File: config.mk
export PLATFORM = sky130hd
export DESIGN_NAME = irb_extmem_arbiter_flat
export DESIGN_NICKNAME = d
export VERILOG_FILES = /design/src/rtl/irb_extmem_if.sv /design/src/rtl/irb_extmem_arbiter.sv /design/src/flat_wrapper.sv
export SDC_FILE = /design/constraint.sdc
export NUM_CORES = 1
export LEC_CHECK = 0
export ABC_CLOCK_PERIOD_IN_PS = 2550
export BUFFER_PORTS_ARGS = -buffer_cell sky130_fd_sc_hd__buf_4
export CELL_PAD_IN_SITES_DETAIL_PLACEMENT = 1
export CELL_PAD_IN_SITES_GLOBAL_PLACEMENT = 1
export CORE_AREA = 5 5 167 169
export CTS_CLUSTER_DIAMETER = 120
export DETAILED_ROUTE_END_ITERATION = 10
export DIE_AREA = 0 0 172 174
export MAX_ROUTING_LAYER = met4
export PLACE_DENSITY_LB_ADDON = 0.3
export SLEW_MARGIN = 25
export SYNTH_ARGS = -nofsm -noshare
export SYNTH_HDL_FRONTEND = slang
export SYNTH_SLANG_ARGS = --single-unit
File: constraint.sdc
create_clock -name clk -period 2.55 [get_ports clk]
set_input_delay 0.3825 -clock clk [delete_from_list [all_inputs] [get_ports clk]]
set_output_delay 0.3825 -clock clk [all_outputs]
set_load 0.005 [all_outputs]
File: src/rtl/irb_extmem_if.sv
// External-memory beat bus: one request/valid handshake per word.
interface irb_extmem_if #(
  parameter int ADDR_W = 32,
  parameter int DATA_W = 32
);
  logic              request_extmem;
  logic              write_extmem;
  logic [ADDR_W-1:0] addr_extmem;
  logic [DATA_W-1:0] w_data;
  logic              valid_extmem;
  logic [DATA_W-1:0] data_extmem;

  modport master (
    output request_extmem, write_extmem, addr_extmem, w_data,
    input  valid_extmem, data_extmem
  );

  modport slave (
    input  request_extmem, write_extmem, addr_extmem, w_data,
    output valid_extmem, data_extmem
  );
endinterface

File: src/rtl/irb_extmem_arbiter.sv
// Round-robin arbiter multiplexing N_CH DMA channels onto one external-memory
// beat bus. A granted channel owns the bus until its burst completes.
//
// state  | meaning
// IDLE   | waiting for a request; with grant_q set, the grant pulse cycle
// REQ    | beat request on the bus, waiting for valid_extmem
// GAP    | one idle bus cycle; rvalid/wready to the channel, done on last beat
module irb_extmem_arbiter #(
  parameter int N_CH      = 4,
  parameter int ADDR_W    = 32,
  parameter int DATA_W    = 32,
  parameter int MAX_BURST = 16,
  parameter int BL_W      = $clog2(MAX_BURST + 1)
) (
  input  logic                     clk,
  input  logic                     rst,
  input  logic [N_CH-1:0]          ch_req,
  input  logic [N_CH-1:0]          ch_we,
  input  logic [N_CH*ADDR_W-1:0]   ch_addr,
  input  logic [N_CH*BL_W-1:0]     ch_len,
  input  logic [N_CH*DATA_W-1:0]   ch_wdata,
  output logic [N_CH-1:0]          ch_grant,
  output logic [N_CH-1:0]          ch_wready,
  output logic [N_CH-1:0]          ch_rvalid,
  output logic [DATA_W-1:0]        ch_rdata,
  output logic [N_CH-1:0]          ch_done,
  irb_extmem_if.master             mem
);
  localparam int IDX_W = (N_CH > 1) ? $clog2(N_CH) : 1;

  typedef enum logic [1:0] {S_IDLE, S_REQ, S_GAP} state_t;

  state_t            state_q, state_d;
  logic              grant_q, grant_d;
  logic [IDX_W-1:0]  idx_q, idx_d;
  logic [IDX_W-1:0]  rr_q, rr_d;
  logic              we_q, we_d;
  logic [ADDR_W-1:0] addr_q, addr_d;
  logic [BL_W-1:0]   rem_q, rem_d;
  logic              zero_q, zero_d;
  logic [DATA_W-1:0] rdata_q, rdata_d;

  logic [ADDR_W-1:0] addr_arr  [N_CH];
  logic [BL_W-1:0]   len_arr   [N_CH];
  logic [DATA_W-1:0] wdata_arr [N_CH];

  logic              found;
  logic [IDX_W-1:0]  win_idx;
  logic [BL_W-1:0]   eff_len;
  logic [N_CH-1:0]   sel;
  logic              req_o;
  int                cand;

  for (genvar g = 0; g < N_CH; g++) begin : g_unpack
    assign addr_arr[g]  = ch_addr[g*ADDR_W +: ADDR_W];
    assign len_arr[g]   = ch_len[g*BL_W +: BL_W];
    assign wdata_arr[g] = ch_wdata[g*DATA_W +: DATA_W];
  end

  assign sel = N_CH'(1) << idx_q;

  // Pick the first requester at or after rr_q, wrapping around.
  always_comb begin
    found   = 1'b0;
    win_idx = '0;
    cand    = 0;
    for (int k = 0; k < N_CH; k++) begin
      cand = (int'(rr_q) + k) % N_CH;
      if (!found && ch_req[IDX_W'(cand)]) begin
        found   = 1'b1;
        win_idx = IDX_W'(cand);
      end
    end
    eff_len = (len_arr[win_idx] > BL_W'(MAX_BURST)) ? BL_W'(MAX_BURST) : len_arr[win_idx];
  end

  // Next-state and per-cycle pulse outputs.
  always_comb begin
    state_d   = state_q;
    grant_d   = 1'b0;
    idx_d     = idx_q;
    rr_d      = rr_q;
    we_d      = we_q;
    addr_d    = addr_q;
    rem_d     = rem_q;
    zero_d    = zero_q;
    rdata_d   = rdata_q;
    req_o     = 1'b0;
    ch_grant  = '0;
    ch_rvalid = '0;
    ch_wready = '0;
    ch_done   = '0;
    case (state_q)
      S_IDLE: begin
        if (grant_q) begin
          ch_grant = sel;
          state_d  = zero_q ? S_GAP : S_REQ;
        end else if (found) begin
          grant_d = 1'b1;
          idx_d   = win_idx;
          we_d    = ch_we[win_idx];
          addr_d  = addr_arr[win_idx];
          rem_d   = eff_len;
          zero_d  = (eff_len == '0);
        end
      end
      S_REQ: begin
        req_o = 1'b1;
        if (mem.valid_extmem) begin
          if (!we_q) rdata_d = mem.data_extmem;
          addr_d  = addr_q + 1'b1;
          rem_d   = rem_q - 1'b1;
          state_d = S_GAP;
        end
      end
      S_GAP: begin
        if (!zero_q) begin
          if (we_q) ch_wready = sel;
          else      ch_rvalid = sel;
        end
        if (rem_q == '0) begin
          ch_done = sel;
          rr_d    = (idx_q == IDX_W'(N_CH - 1)) ? '0 : idx_q + 1'b1;
          zero_d  = 1'b0;
          state_d = S_IDLE;
        end else begin
          state_d = S_REQ;
        end
      end
      default: state_d = S_IDLE;
    endcase
  end

  // State and burst context registers.
  always_ff @(posedge clk or negedge rst) begin
    if (!rst) begin
      state_q <= S_IDLE;
      grant_q <= 1'b0;
      idx_q   <= '0;
      rr_q    <= '0;
      we_q    <= 1'b0;
      addr_q  <= '0;
      rem_q   <= '0;
      zero_q  <= 1'b0;
      rdata_q <= '0;
    end else begin
      state_q <= state_d;
      grant_q <= grant_d;
      idx_q   <= idx_d;
      rr_q    <= rr_d;
      we_q    <= we_d;
      addr_q  <= addr_d;
      rem_q   <= rem_d;
      zero_q  <= zero_d;
      rdata_q <= rdata_d;
    end
  end

  assign ch_rdata           = rdata_q;
  assign mem.request_extmem = req_o;
  assign mem.write_extmem   = req_o & we_q;
  assign mem.addr_extmem    = req_o ? addr_q : '0;
  assign mem.w_data         = (req_o && we_q) ? wdata_arr[idx_q] : '0;
endmodule

File: src/flat_wrapper.sv
// flat-port wrapper written by rule: the top's interface ports become plain ports
module irb_extmem_arbiter_flat 
#(
  parameter int N_CH      = 4,
  parameter int ADDR_W    = 32,
  parameter int DATA_W    = 32,
  parameter int MAX_BURST = 16,
  parameter int BL_W      = $clog2(MAX_BURST + 1)
)
  (clk, rst, ch_req, ch_we, ch_addr, ch_len, ch_wdata, ch_grant, ch_wready, ch_rvalid, ch_rdata, ch_done, mem_request_extmem, mem_write_extmem, mem_addr_extmem, mem_w_data, mem_valid_extmem, mem_data_extmem);
  irb_extmem_if #(.ADDR_W(ADDR_W), .DATA_W(DATA_W)) mem_i ();
  input  logic clk;
  input  logic rst;
  input  logic [N_CH-1:0] ch_req;
  input  logic [N_CH-1:0] ch_we;
  input  logic [N_CH*ADDR_W-1:0] ch_addr;
  input  logic [N_CH*BL_W-1:0] ch_len;
  input  logic [N_CH*DATA_W-1:0] ch_wdata;
  output logic [N_CH-1:0] ch_grant;
  output logic [N_CH-1:0] ch_wready;
  output logic [N_CH-1:0] ch_rvalid;
  output logic [DATA_W-1:0] ch_rdata;
  output logic [N_CH-1:0] ch_done;
  output wire logic [$bits(mem_i.request_extmem)-1:0] mem_request_extmem;
  output wire logic [$bits(mem_i.write_extmem)-1:0] mem_write_extmem;
  output wire logic [$bits(mem_i.addr_extmem)-1:0] mem_addr_extmem;
  output wire logic [$bits(mem_i.w_data)-1:0] mem_w_data;
  input wire logic [$bits(mem_i.valid_extmem)-1:0] mem_valid_extmem;
  input wire logic [$bits(mem_i.data_extmem)-1:0] mem_data_extmem;
  assign mem_request_extmem = mem_i.request_extmem;
  assign mem_write_extmem = mem_i.write_extmem;
  assign mem_addr_extmem = mem_i.addr_extmem;
  assign mem_w_data = mem_i.w_data;
  assign mem_i.valid_extmem = mem_valid_extmem;
  assign mem_i.data_extmem = mem_data_extmem;
  irb_extmem_arbiter #(.N_CH(N_CH), .ADDR_W(ADDR_W), .DATA_W(DATA_W), .MAX_BURST(MAX_BURST), .BL_W(BL_W)) u_core (.clk(clk), .rst(rst), .ch_req(ch_req), .ch_we(ch_we), .ch_addr(ch_addr), .ch_len(ch_len), .ch_wdata(ch_wdata), .ch_grant(ch_grant), .ch_wready(ch_wready), .ch_rvalid(ch_rvalid), .ch_rdata(ch_rdata), .ch_done(ch_done), .mem(mem_i));
endmodule
# Word level (Yosys, flattened, before mapping)
# Index checks and enable logic that the tools add are counted.
# totals
output_inout_bits	114
inputBits	319
reg_bits	78
word_cells	121
# classes
n_bitwise	5
n_eq_ne	8
magnitude_cmp	8
shifts	1
addsub	6
reduce_logical	18
mux	66
# ops
op	n
$mux W32	9
$bmux W32 S2	2
$pmux W32 S2	1
$mux W4	10
$add A32 B1 Y32 const B	1
$mux W5	6
$mux W1	21
$lt A2 B4 Y1 const B	4
$mux W2	8
$bmux W1 S2	5
$bmux W5 S2	1
$logic_not A5 Y1	2
$pmux W5 S2	1
$reduce_and A4 Y1	2
$ge A3 B3 Y1 const B	2
$ne A2 B1 Y1 const B	3
$not A2 Y3	2
$pmux W2 S3	1
$reduce_and A3 Y1	2
$gt A5 B5 Y1 const B	1
$sub A5 B1 Y5 const B	1
$add A2 B1 Y2 const B	2
$add A2 B2 Y2 const B	2
$eq A2 B2 Y1 const B	2
other kinds (12)	21

# Longest topological paths before layout
# depth
depth_word	23
mapped_depth	11
mapped_depth_nobuf	8

# Worst setup path before layout
# OpenSTA, ideal clock, no wires.
# synth_timing
path_type	flip-flop to output port
start	register u_core.idx_q[0]
end	output mem_w_data[23]
path_stages_with_launch	5
path_buffers	2
path_slack_ns	0.390
required_ns	2.168
arrival_ns	1.778
path_cell_list	dfrtp_1 > buf_2 > buf_1 > mux4_2 > and3_1
# synth_between
elab_chain_len	5
# synth_lines
item	line	text
from (decl)	irb_extmem_arbiter.sv:35	logic [IDX_W-1:0] idx_q, idx_d;
from (signal assigned)	irb_extmem_arbiter.sv:149	idx_q <= idx_d;
$not A2 Y3 (not written as such)	irb_extmem_arbiter.sv:163	assign mem.w_data = (req_o && we_q) ? wdata_arr[idx_q] : '0;
$bmux W32 S2	irb_extmem_arbiter.sv:163	
$mux W32 (not written as such) (2 in a row)	irb_extmem_arbiter.sv:163	
$mux W32	irb_extmem_arbiter.sv:163	
to (decl)	flat_wrapper.sv:27	output wire logic [$bits(mem_i.w_data)-1:0] mem_w_data;
# Every way passes these cells. The select of a mux whose other input is x is not followed.

# Worst setup path after layout
# layout_timing
start	register u_core.idx_q[0]
end	output mem_w_data[20]
# The elaborated chain is that of the path after synthesis.

==> run_results.csv <==
group,metric,value,unit
sta,finalMaxSlewViolations,0,
power,powerDensity,963,mW/mm²
routing,vias,6978,
global_routing,grt_usage,20.6,%
clock_tree,clock_latency,0.35,ns
global_routing,first_global_vias,7567,
routing,routedWlPerCell,21.9,µm
routing,drt-initial-drc-count,305,
clock_tree,root_buffer,"clkbuf_16",
synthesis,ys_top_cells_by_area,"dfrtp_1, mux2i_1, mux4_2, mux2_2, and2_1",
synthesis,ys_top_cells_by_count,"mux2i_1, dfrtp_1, a21oi_1, mux2_2",
routing,first_pass_iters,4,
place,hpwl,25900,µm
synthesis,synth_flop_cell,"dfrtp_1",
synthesis,synth_largest_area_cell,"dfrtp_1",
worst_setup_path,worstSetupStartpointType,"flip-flop",
synthesis,syn-num-nets,992,
floorplan,die_x,172,µm
clock_tree,cts_sinks,78,
clock_tree,cts_hold_buf,0,
synthesis,synth_cell_type_count,49,
global_routing,grt_overflow,0,
power,peakVddDrop,516,µV
sta,rsz0062_at_grt,"false",
sta,fin_worst_skew,0.0162,ns
floorplan,die_area,0.0299,mm²
clock_tree,cts_setup_buffers,0,
clock_tree,cts_tree,"yes",
sta,fmax,0.414,GHz
synthesis,avgSynthCellArea,9.65,µm²
sta,tightest_slew,0.628,ns
floorplan,coreArea,0.0264,mm²
worst_setup_path,crit_required,2.17,ns
sta,fin_hold_ws,0.00932,ns
worst_setup_path,reg2reg_slack,0.34,ns
sta,maxSlewHeadroom,57.7,%
clock_tree,clockBufferDepth,2,
worst_setup_path,crit_arrival,2.03,ns
clock_tree,cts_made_buffers,9,
routing,wirelength,31500,µm
place,io_buffers,432,
synthesis,async_reset_ff_share,100,%
clock_tree,cts_max_level,3,
worst_setup_path,crit_fanout,20,
sta,setup_viol,0,
place,routabilityCongestion,0.925,
floorplan,pin_count,433,
sta,period_share,94.8,%
worst_setup_path,r2r-end,"u_core.addr_q[6]",
power,power_leakage,0.00523,µW
floorplan,initial_utilization,24.3,%
synthesis,synth_most_common_cell,"mux2i_1",
cells_and_area,layout-drive-gt1-share,52.7,%
worst_setup_path,cp-end-kind,"primary output",
sta,timing.final.crit_period,2.42,ns
hold_path,min_path_type,"in -> async",
cells_and_area,nNetsFinal,1413,
clock_tree,cts-resized-gates,0,
run_status,status,"finished clean",
global_routing,grt_max_degree,69,
floorplan,row_count,60,
synthesis,synthesis.area,0.00643,mm²
synthesis,yosys_register_bits,78,
cells_and_area,area_growth,63.4,%
synthesis,yosysSeqAreaShare,30.3,%
worst_setup_path,critical_path_class,"reg -> out",
global_routing,antenna_found_initial,2,
routing,ant_nets,0,
worst_setup_path,r2r_cells,8,
routing,route.detailed.drc,0,
synthesis,yosysTopAreaCellShare,30.3,%
worst_setup_path,max_stage_delay,0.52,ns
synthesis,synth_edf_count,0,
sta,final_hold_viol_count,0,
clock_tree,clk_pin_slew_worst_paths,0.06,ns
worst_setup_path,cpMaxStageDelayCell,"dfrtp_2",
routing,viasPerCell,4.86,
flow_run,cap_violations,0,
floorplan,die_y,174,µm
synthesis,synthCells,667,
worst_setup_path,r2r-start,"u_core.rr_q[1]",
global_routing,grt_pass1_wl,46200,µm
synthesis,ys_warn_count,0,
worst_setup_path,crit_chain,"buf_12 > mux4_2 > and3_1 > buf_4",
sta,tns,0,ns
==> cell usage in the layout (no fill, tap or decap), types with 6 or more instances in the layout <==
master	count
mux4_2	32
dfrtp_1	77
mux2_2	51
and3_1	40
nor3_1	8
clkbuf_16	9
ha_1	6
o21ai_0	38
buf_4	458
nor2_1	29
nand3_1	19
a21oi_1	51
o22ai_1	18
and2_1	46
buf_12	6
nand2_1	46
mux2i_1	88
inv_1	9
==> report_power, final <==
part	total (µW)	switching (µW)	internal (µW)
logic	6190	2990	3200
clock network	1450	581	866
registers	2490	624	1860
==> layout make-up <==
class	instances	area (µm²)
fill	3110	15900
multi-input combinational	524	4210
clock buffer	10	229
antenna	2	5.00
tap	341	427
inverter	11	42.5
timing repair buffer	464	3560
sequential	78	1950
clock inverter	6	93.8
==> worst max-delay path by stage <==
stage / start / to / slack (ns)
3_3_place_gp: ch_req[3] / u_core.addr_q[2] / 0.27
3_5_place_dp: ch_req[3] / u_core.addr_q[18] / 0.26
2_1_floorplan: u_core.idx_q[0] / mem_w_data[23] / 0.39
4_1_cts: u_core.idx_q[0] / mem_w_data[20] / 0.12
6_report: u_core.idx_q[0] / mem_w_data[20] / 0.13
5_1_grt: u_core.idx_q[0] / mem_w_data[20] / 0.05
==> sequential cells by signal, indices dropped and copies added, names as in the netlist <==
name	count
u_core.grant_q	1
u_core.state_q	2
u_core.we_q	1
u_core.idx_q	2
u_core.addr_q	32
u_core.rr_q	2
u_core.ch_rdata	32
u_core.rem_q	5
u_core.zero_q	1
==> metrics by stage <==
stage          worst slack (ns)  instance area (µm²)  instances  utilization (%)  power, µW
2_1_floorplan             0.390                 6430        667                -       5900
3_3_place_gp              0.269                10200       1418             38.5       8660
3_5_place_dp              0.255                10200       1418             38.5       8770
4_1_cts                   0.117                10500       1434             39.8      10300
5_1_grt                  0.0501                10500       1436             39.8      10900
6_report                  0.134                10500       1436             39.8      10100
==> per-layer routing <==
layer  GRT usage [%]  wire, µm
met1            26.4     13600
met2            33.2     15400
met3            5.39      2100
met4            3.87       381
met5               -         0
==> kinds of logic after synthesis <==
group                      count (synthesis)  share of synthesized area, %
buffers and inverters                     65                          4.76
muxes                                    171                          33.8
DFF                                       78                          30.3
adders and majority gates                  6                          1.17
and+or+nand+nor                          212                          17.4
AOI/OAI and AO/OA                        135                          12.5
==> critical path: cells and delay by family, from the launching register on <==
kind	cells	cell delay (ns)
buffers and inverters	2	0.40
flip-flops	1	0.52
multiplexers	1	0.51
AND/OR/NAND/NOR	1	0.26
Power figures use the tool's default switching activity.
